==> src/rtl/nic_pkg.sv <==
// Shared constants and types for the cardinal NIC: widths, register map and
// the channel-buffer state encoding.
package nic_pkg;

  localparam int DATA_W = 64;
  localparam int VC_BIT = 63;

  localparam logic [1:0] ADDR_IN_BUF   = 2'd0;
  localparam logic [1:0] ADDR_IN_STAT  = 2'd1;
  localparam logic [1:0] ADDR_OUT_BUF  = 2'd2;
  localparam logic [1:0] ADDR_OUT_STAT = 2'd3;

  typedef enum logic {
    EMPTY = 1'b0,
    FULL  = 1'b1
  } chan_state_t;

  // Zero-extend a one-bit status flag to a full register word.
  function automatic logic [DATA_W-1:0] status_word(input logic flag);
    return {{(DATA_W-1){1'b0}}, flag};
  endfunction

endpackage

==> src/rtl/nic_chan_buf.sv <==
// Single-entry channel buffer: EMPTY accepts a load, FULL waits for a clear.
// The data register keeps its last contents after a clear.
module nic_chan_buf
  import nic_pkg::*;
(
  input  logic              clk,
  input  logic              reset,
  input  logic              load,
  input  logic [DATA_W-1:0] load_data,
  input  logic              clear,
  output logic              full,
  output logic [DATA_W-1:0] data
);

  chan_state_t       state_q;
  logic [DATA_W-1:0] data_q;

  // NOTE: sequential state uses non-blocking assignments so every register
  // samples the pre-edge values of its neighbours.
  always_ff @(posedge clk) begin
    if (reset) begin
      state_q <= EMPTY;
      data_q  <= '0;
    end else begin
      case (state_q)
        EMPTY: if (load) begin
          data_q  <= load_data;
          state_q <= FULL;
        end
        FULL: if (clear) begin
          state_q <= EMPTY;
        end
        default: state_q <= EMPTY;
      endcase
    end
  end

  assign full = (state_q == FULL);
  assign data = data_q;

endmodule

==> src/rtl/cardinal_nic.sv <==
// Processor-to-router network interface: register decode, injection gating
// and read mux around two single-entry channel buffers.
// Optional: define NIC_POLARITY_GATE_EN to offer a packet only in the router
// phase where its VC bit selects the external link.
module cardinal_nic
  import nic_pkg::*;
(
  input  logic              clk,
  input  logic              reset,
  input  logic [1:0]        addr,
  input  logic [DATA_W-1:0] d_in,
  output logic [DATA_W-1:0] d_out,
  input  logic              nicEn,
  input  logic              nicWrEn,
  output logic              net_si,
  output logic [DATA_W-1:0] net_di,
  input  logic              net_ri,
  input  logic              net_so,
  input  logic [DATA_W-1:0] net_do,
  output logic              net_ro,
  input  logic              net_polarity
);

  logic              wr_en;
  logic              rd_en;
  logic              out_full;
  logic [DATA_W-1:0] out_data;
  logic              in_full;
  logic [DATA_W-1:0] in_data;
  logic              gate;
  logic              out_load;
  logic              out_clear;
  logic              in_load;
  logic              in_clear;
  logic [DATA_W-1:0] d_out_q;
  logic [DATA_W-1:0] d_out_d;

  assign wr_en = nicEn & nicWrEn;
  assign rd_en = nicEn & ~nicWrEn;

`ifdef NIC_POLARITY_GATE_EN
  assign gate = (out_data[VC_BIT] != net_polarity);
`else
  logic unused_polarity;
  assign unused_polarity = net_polarity;
  assign gate            = 1'b1;
`endif

  // Writes to a full buffer are dropped inside the buffer, which ignores load.
  assign out_load  = wr_en & (addr == ADDR_OUT_BUF);
  assign out_clear = net_si & net_ri;
  assign in_load   = net_so & net_ro;
  assign in_clear  = rd_en & (addr == ADDR_IN_BUF);

  nic_chan_buf u_out_buf (
    .clk       (clk),
    .reset     (reset),
    .load      (out_load),
    .load_data (d_in),
    .clear     (out_clear),
    .full      (out_full),
    .data      (out_data)
  );

  nic_chan_buf u_in_buf (
    .clk       (clk),
    .reset     (reset),
    .load      (in_load),
    .load_data (net_do),
    .clear     (in_clear),
    .full      (in_full),
    .data      (in_data)
  );

  // NOTE: every path assigns d_out_d, starting from a hold default, so no
  // latch is inferred.
  always_comb begin
    d_out_d = d_out_q;
    if (rd_en) begin
      case (addr)
        ADDR_IN_BUF:   d_out_d = in_data;
        ADDR_IN_STAT:  d_out_d = status_word(in_full);
        ADDR_OUT_BUF:  d_out_d = '0;
        ADDR_OUT_STAT: d_out_d = status_word(out_full);
        default:       d_out_d = '0;
      endcase
    end
  end

  always_ff @(posedge clk) begin
    if (reset) d_out_q <= '0;
    else       d_out_q <= d_out_d;
  end

  assign d_out  = d_out_q;
  assign net_si = out_full & gate;
  assign net_di = out_data;
  assign net_ro = ~in_full;

endmodule

==> config.mk <==
export PLATFORM = sky130hd
export DESIGN_NAME = cardinal_nic
export DESIGN_NICKNAME = d
export VERILOG_FILES = /design/src/rtl/nic_pkg.sv /design/src/rtl/nic_chan_buf.sv /design/src/rtl/cardinal_nic.sv
export SDC_FILE = /design/constraint.sdc
export NUM_CORES = 1
export LEC_CHECK = 0
export CAP_MARGIN = 20
export CELL_PAD_IN_SITES_DETAIL_PLACEMENT = 2
export CELL_PAD_IN_SITES_GLOBAL_PLACEMENT = 2
export CORE_MARGIN = 1.5
export CORE_UTILIZATION = 28
export DETAILED_ROUTE_END_ITERATION = 16
export GPL_TIMING_DRIVEN = 0
export PLACE_DENSITY = 0.92
export SLEW_MARGIN = 15
export SYNTH_ARGS = -nofsm -noshare
export SYNTH_HDL_FRONTEND = slang
export SYNTH_SLANG_ARGS = --single-unit
==> constraint.sdc <==
create_clock -name clk -period 2.35 [get_ports clk]
set_input_delay 0.705 -clock clk [delete_from_list [all_inputs] [get_ports clk]]
set_output_delay 0.705 -clock clk [all_outputs]
set_load 0.05 [all_outputs]
; Word-level counts from Yosys, hierarchy flattened
; Cells that the tools add are included.
[word_totals]
ff_bits = 194
out_inout_bits = 130
wordCells = 27
inputBits = 137
[op_classes]
bitwise = 9
eq_ne = 3
mux = 7
reduce_logical = 3
[op_table]
columns = operator, count
row1 = $pmux 64 s4, 1
row2 = $and 1x1->1, 6
row3 = $eq 2x2->1 const B, 2
row4 = $mux 1, 4
row5 = $pmux 1 s2, 2
row6 = $reduce_and 2->1, 2
row7 = $not 1->1, 3
row8 = $eq 2x1->1 const B, 1
row9 = $logic_not 2->1, 1

; Longest topological paths before layout
[depth]
ltp_word = 5
ltp_mapped = 6
mapped_depth_nobuf = 3

; Cells and area by module
; From an unflattened synthesis, not the netlist that was laid out.
[unflattened]
hier_cells = 813
hier_area_um2 = 8673.3
[by_module_without_submodules]
columns = module, instances, area_each_um2, cells_each, seq_area_each_um2
row1 = nic_chan_buf, 2, 2956.6, 295, 1301.2
row2 = cardinal_nic, 1, 2760.1, 223, 1281.2

; Worst setup path before layout
; OpenSTA, ideal clock, no wires.
[synth_timing]
kind = input-to-reg
from = input addr[0]
to = register u_out_buf.data_q[13], in the netlist u_out_buf.data[13]
path_slack_ps = 736
path_buffers = 3
setup_time_ps = 72
required_ps = 2278
arrival_time_ps = 1542
stages = 6
path_cell_list = nor2_1 > and4_1 > clkbuf_2 > buf_8 > buf_12 > mux2i_1
[synth_via]
elab_chain_len = 3
[synth_rtl]
columns = item, line
row1 = start: declaration, cardinal_nic.sv:10  ; input logic [1:0] addr,
row2 = $eq 2x2->1, cardinal_nic.sv:50  ; assign out_load = wr_en & (addr == ADDR_OUT_BUF);
row3 = $and 1x1->1, cardinal_nic.sv:50
row4 = $reduce_and 2->1 (no line), --
row5 = end signal: assignment, nic_chan_buf.sv:27  ; data_q <= load_data;
row6 = end: declaration, nic_chan_buf.sv:16  ; logic [DATA_W-1:0] data_q;
; No other way between the ends.
; A chain may end at the register's enable or synchronous reset.

; Worst setup path after layout
[layout_timing]
from = register d_out_q[0], in the netlist d_out[0]
to = output d_out[0]
[layout_lines]
columns = item, line
row1 = start: declaration, cardinal_nic.sv:35  ; logic [DATA_W-1:0] d_out_q;
row2 = start signal: assignment, cardinal_nic.sv:92  ; else d_out_q <= d_out_d;
row3 = end: declaration, cardinal_nic.sv:12  ; output logic [DATA_W-1:0] d_out,
; No word-level cell between the ends.

==> impl_metrics.ini <==
[status]
status = completed

[worst_setup_path]
cp.required_ns = 1.64
critical_path_class = reg2out
crit_slowest_cell = clkdlybuf4s50_1
cp_cell_sequence = clkdlybuf4s50_1
worstPathArrival_ns = 1.61
cp_max_fo = 2
cp_slowest_stage_delay_ns = 0.85
cp_num_buf_inv = 1
critPathTopFamily = buffers and inverters
crit_path_start_kind = flip-flop
endpoint_kind = primary output

[global_routing]
grt_pass1_vias = 7306
grt_pass1_wl_um = 41700
grt_max_degree = 20
gr-total-overflow = 0
track_usage_pct = 20.4
antenna_found_initial = 3

[pwr]
p_seq_share_pct = 47.9
power.switching_mw = 1.97
max-vdd-ir-drop_mv = 0.331
p_clk_share_pct = 40.3
internal-power_mw = 5.20
p_sw_share_pct = 27.5
p_comb_share_pct = 11.8
power-per-cell-area_nw_per_um2 = 646
p_leak_nw = 4.91

[synthesis]
syn_area_per_cell_um2 = 9.37
synth_seq_cells = 194
synth_top_area_share_pct = 52.9
syn-num-nets = 921
netlist-cell-type-count = 22
synthesis.area_um2 = 7350
synth_cells = 784
synth.largest_area_cell = dfxtp_1
yosysSeqAreaShare_pct = 52.9
ys.warnings.count = 0
synthTopCellsByArea = dfxtp_1 (53%), nand2b_1 (11%), mux2i_1 (8.9%), nand2_1 (6.6%), a22oi_1 (6.4%)

[layout]
nets = 1204
synthToLayoutAreaGrowth_pct = 51.0
final_area_um2 = 11100
layoutNonFillerInstCount = 1419
drive_above_1_share_pct = 7.41

[placement]
place.gp.congestion = 0.754
dpl_worst_slack_ns = -0.177
port_buffers = 264
hpwlAfterDp_um = 21300
dp.cells = 1383
postPlaceCellArea_um2 = 10400

[clock_network]
clkSlewWorstSetupHoldPaths_ns = 0.08
cts_tree = yes
post_cts_buffers = 0
clock_path_buffers = 2
clk_latency_ns = 0.43
h-tree-depth = 4
root_buffer = clkbuf_16
cts_buffers = 17
cts_sinks = 194

[detailed_routing]
vias = 6668
first_iter_violations = 254
vias_per_cell = 4.70
routed_wl_um = 28100
first_pass_iters = 5
drcViolationCount = 0
wl_per_cell_um = 19.8
ant_nets = 0

[sta]
setup_viol = 0
whs_ns = 0.461
tns_ns = 0
skew_ns = 0.0141
fin_crit_ns = 2.32
tightest_slew_ns = 0.696
maxSlewHeadroom_pct = 53.6
fmax_mhz = 432
fin_ws_ns = 0.0328
hold_viol_final = 0
finalCritPeriodShare_pct = 98.6
slew_viol_final = 0

[floorplan]
initial_core_util_pct = 28.4
ioPinCount = 267
die_w_um = 165
rows = 59
dieArea_um2 = 27200
core_area_um2 = 25900
die_h_um = 165

[hold_path]
holdCritPathClass = reg2reg

[job]
drv_cap = 0
[worst reg2reg max path, delay by kind of cell (launching register included)]
| kind | cells | cell delay (ns) |
|---|---|---|
| simple gates | 2 | 0.36 |
| buf+inv | 3 | 0.52 |
| flops | 1 | 0.39 |
| mux | 1 | 0.22 |
[cells by family after synthesis]
kind of cell | Yosys count | synth area share, %
DFF | 194 | 52.9
buffers and inverters | 65 | 5.52
and+or+nand+nor | 330 | 21.6
muxes | 65 | 8.86
AOI/OAI and AO/OA | 130 | 11.1
[stage by stage]
| stage | utilization, % | total power, mW |
|---|---|---|
| finish | 42.8 | 7.17 |
| detailed placement | 40.2 | 4.37 |
| floorplan | - | 3.92 |
| global placement | 40.2 | 4.33 |
| global route | 42.8 | 7.46 |
| CTS | 42.3 | 7.27 |
[power by group through the flow]
stage / Clock [mW] / Combinational (mW) / Sequential [mW]
after global routing: 3.11 / 0.908 / 3.45
after detailed placement: 0 / 0.855 / 3.51
after floorplan: 0 / 0.313 / 3.61
after CTS: 2.98 / 0.858 / 3.44
final: 2.89 / 0.843 / 3.43
after global placement: 0 / 0.822 / 3.50
[cells in the final DEF (no fill, tap or decap), drive strengths merged, types with 2 or more instances in the layout]
| cell type | netlist | final |
|---|---|---|
| dlymetal6s2s | 0 | 50 |
| inv | 1 | 8 |
| clkdlybuf4s50 | 0 | 195 |
| nand2 | 130 | 130 |
| dlygate4sd2 | 0 | 19 |
| a21oi | 64 | 64 |
| clkbuf | 16 | 34 |
| a22oi | 63 | 63 |
| buf | 48 | 48 |
| mux2i | 65 | 65 |
| nor2b | 2 | 2 |
| clkinv | 0 | 7 |
| nor2 | 65 | 65 |
| diode | 0 | 4 |
| dfxtp | 194 | 194 |
| nand2b | 130 | 130 |
[worst paths after layout]
path | startpoint | to | slack, ns | cells past startpoint
setup / recovery | d_out[0]$_SDFFE_PP0P_ | d_out[0] | 0.03 | 1
hold / removal | u_in_buf.data[46]$_SDFFE_PP0P_ | u_in_buf.data[46]$_SDFFE_PP0P_ | 0.46 | 2
setup reg to reg | u_out_buf.full$_SDFF_PP0_ | u_out_buf.data[55]$_SDFFE_PP0P_ | 0.79 | 6
hold reg to reg | u_in_buf.data[46]$_SDFFE_PP0P_ | u_in_buf.data[46]$_SDFFE_PP0P_ | 0.46 | 2
[flip-flops by register name (all words and copies together) (netlist names)]
register,count
d_out,64
u_in_buf.data,64
u_in_buf.full,1
u_out_buf.data,64
u_out_buf.full,1
[cells in the mapped netlist]
cell type	number
nor2_1	65
clkbuf_2	1
or3b_1	1
buf_1	2
nor4b_2	1
nand2_1	130
and4_1	1
buf_2	33
a31oi_1	1
a211oi_1	1
buf_12	5
a22oi_1	63
buf_4	7
mux2i_1	65
nor2b_1	2
dfxtp_1	194
clkbuf_1	15
nand2b_1	130
inv_1	1
a21oi_1	64
buf_8	1
o21ba_2	1
[timing repair]
item / 4_1_cts / 5_1_grt
resized for setup: 19 / 50
hold buffers: 0 / 0
hold endpoints to repair: 0 / 0
setup endpoints to repair: 19 / 50
[per-layer routing]
layer / vias to the layer above / wire (um) / global-route usage, %
met5: - / 0 / 0
met4: 0 / 1250 / 10.0
met3: 64 / 745 / 3.06
met2: 156 / 14700 / 36.6
met1: 3295 / 11400 / 23.5
li1: 3153 / - / -
[cell type report]
type / count / area [um^2]
Fill cell: 2792 / 14800
Sequential cell: 194 / 3880
Multi-Input combinational cell: 525 / 3060
Timing Repair Buffer: 264 / 2740
Clock buffer: 18 / 429
Tap cell: 335 / 419
Buffer: 64 / 402
Clock inverter: 14 / 144
Antenna cell: 4 / 10.0
Inverter: 1 / 3.75
Note: power is estimated with default switching activity, not from simulation.
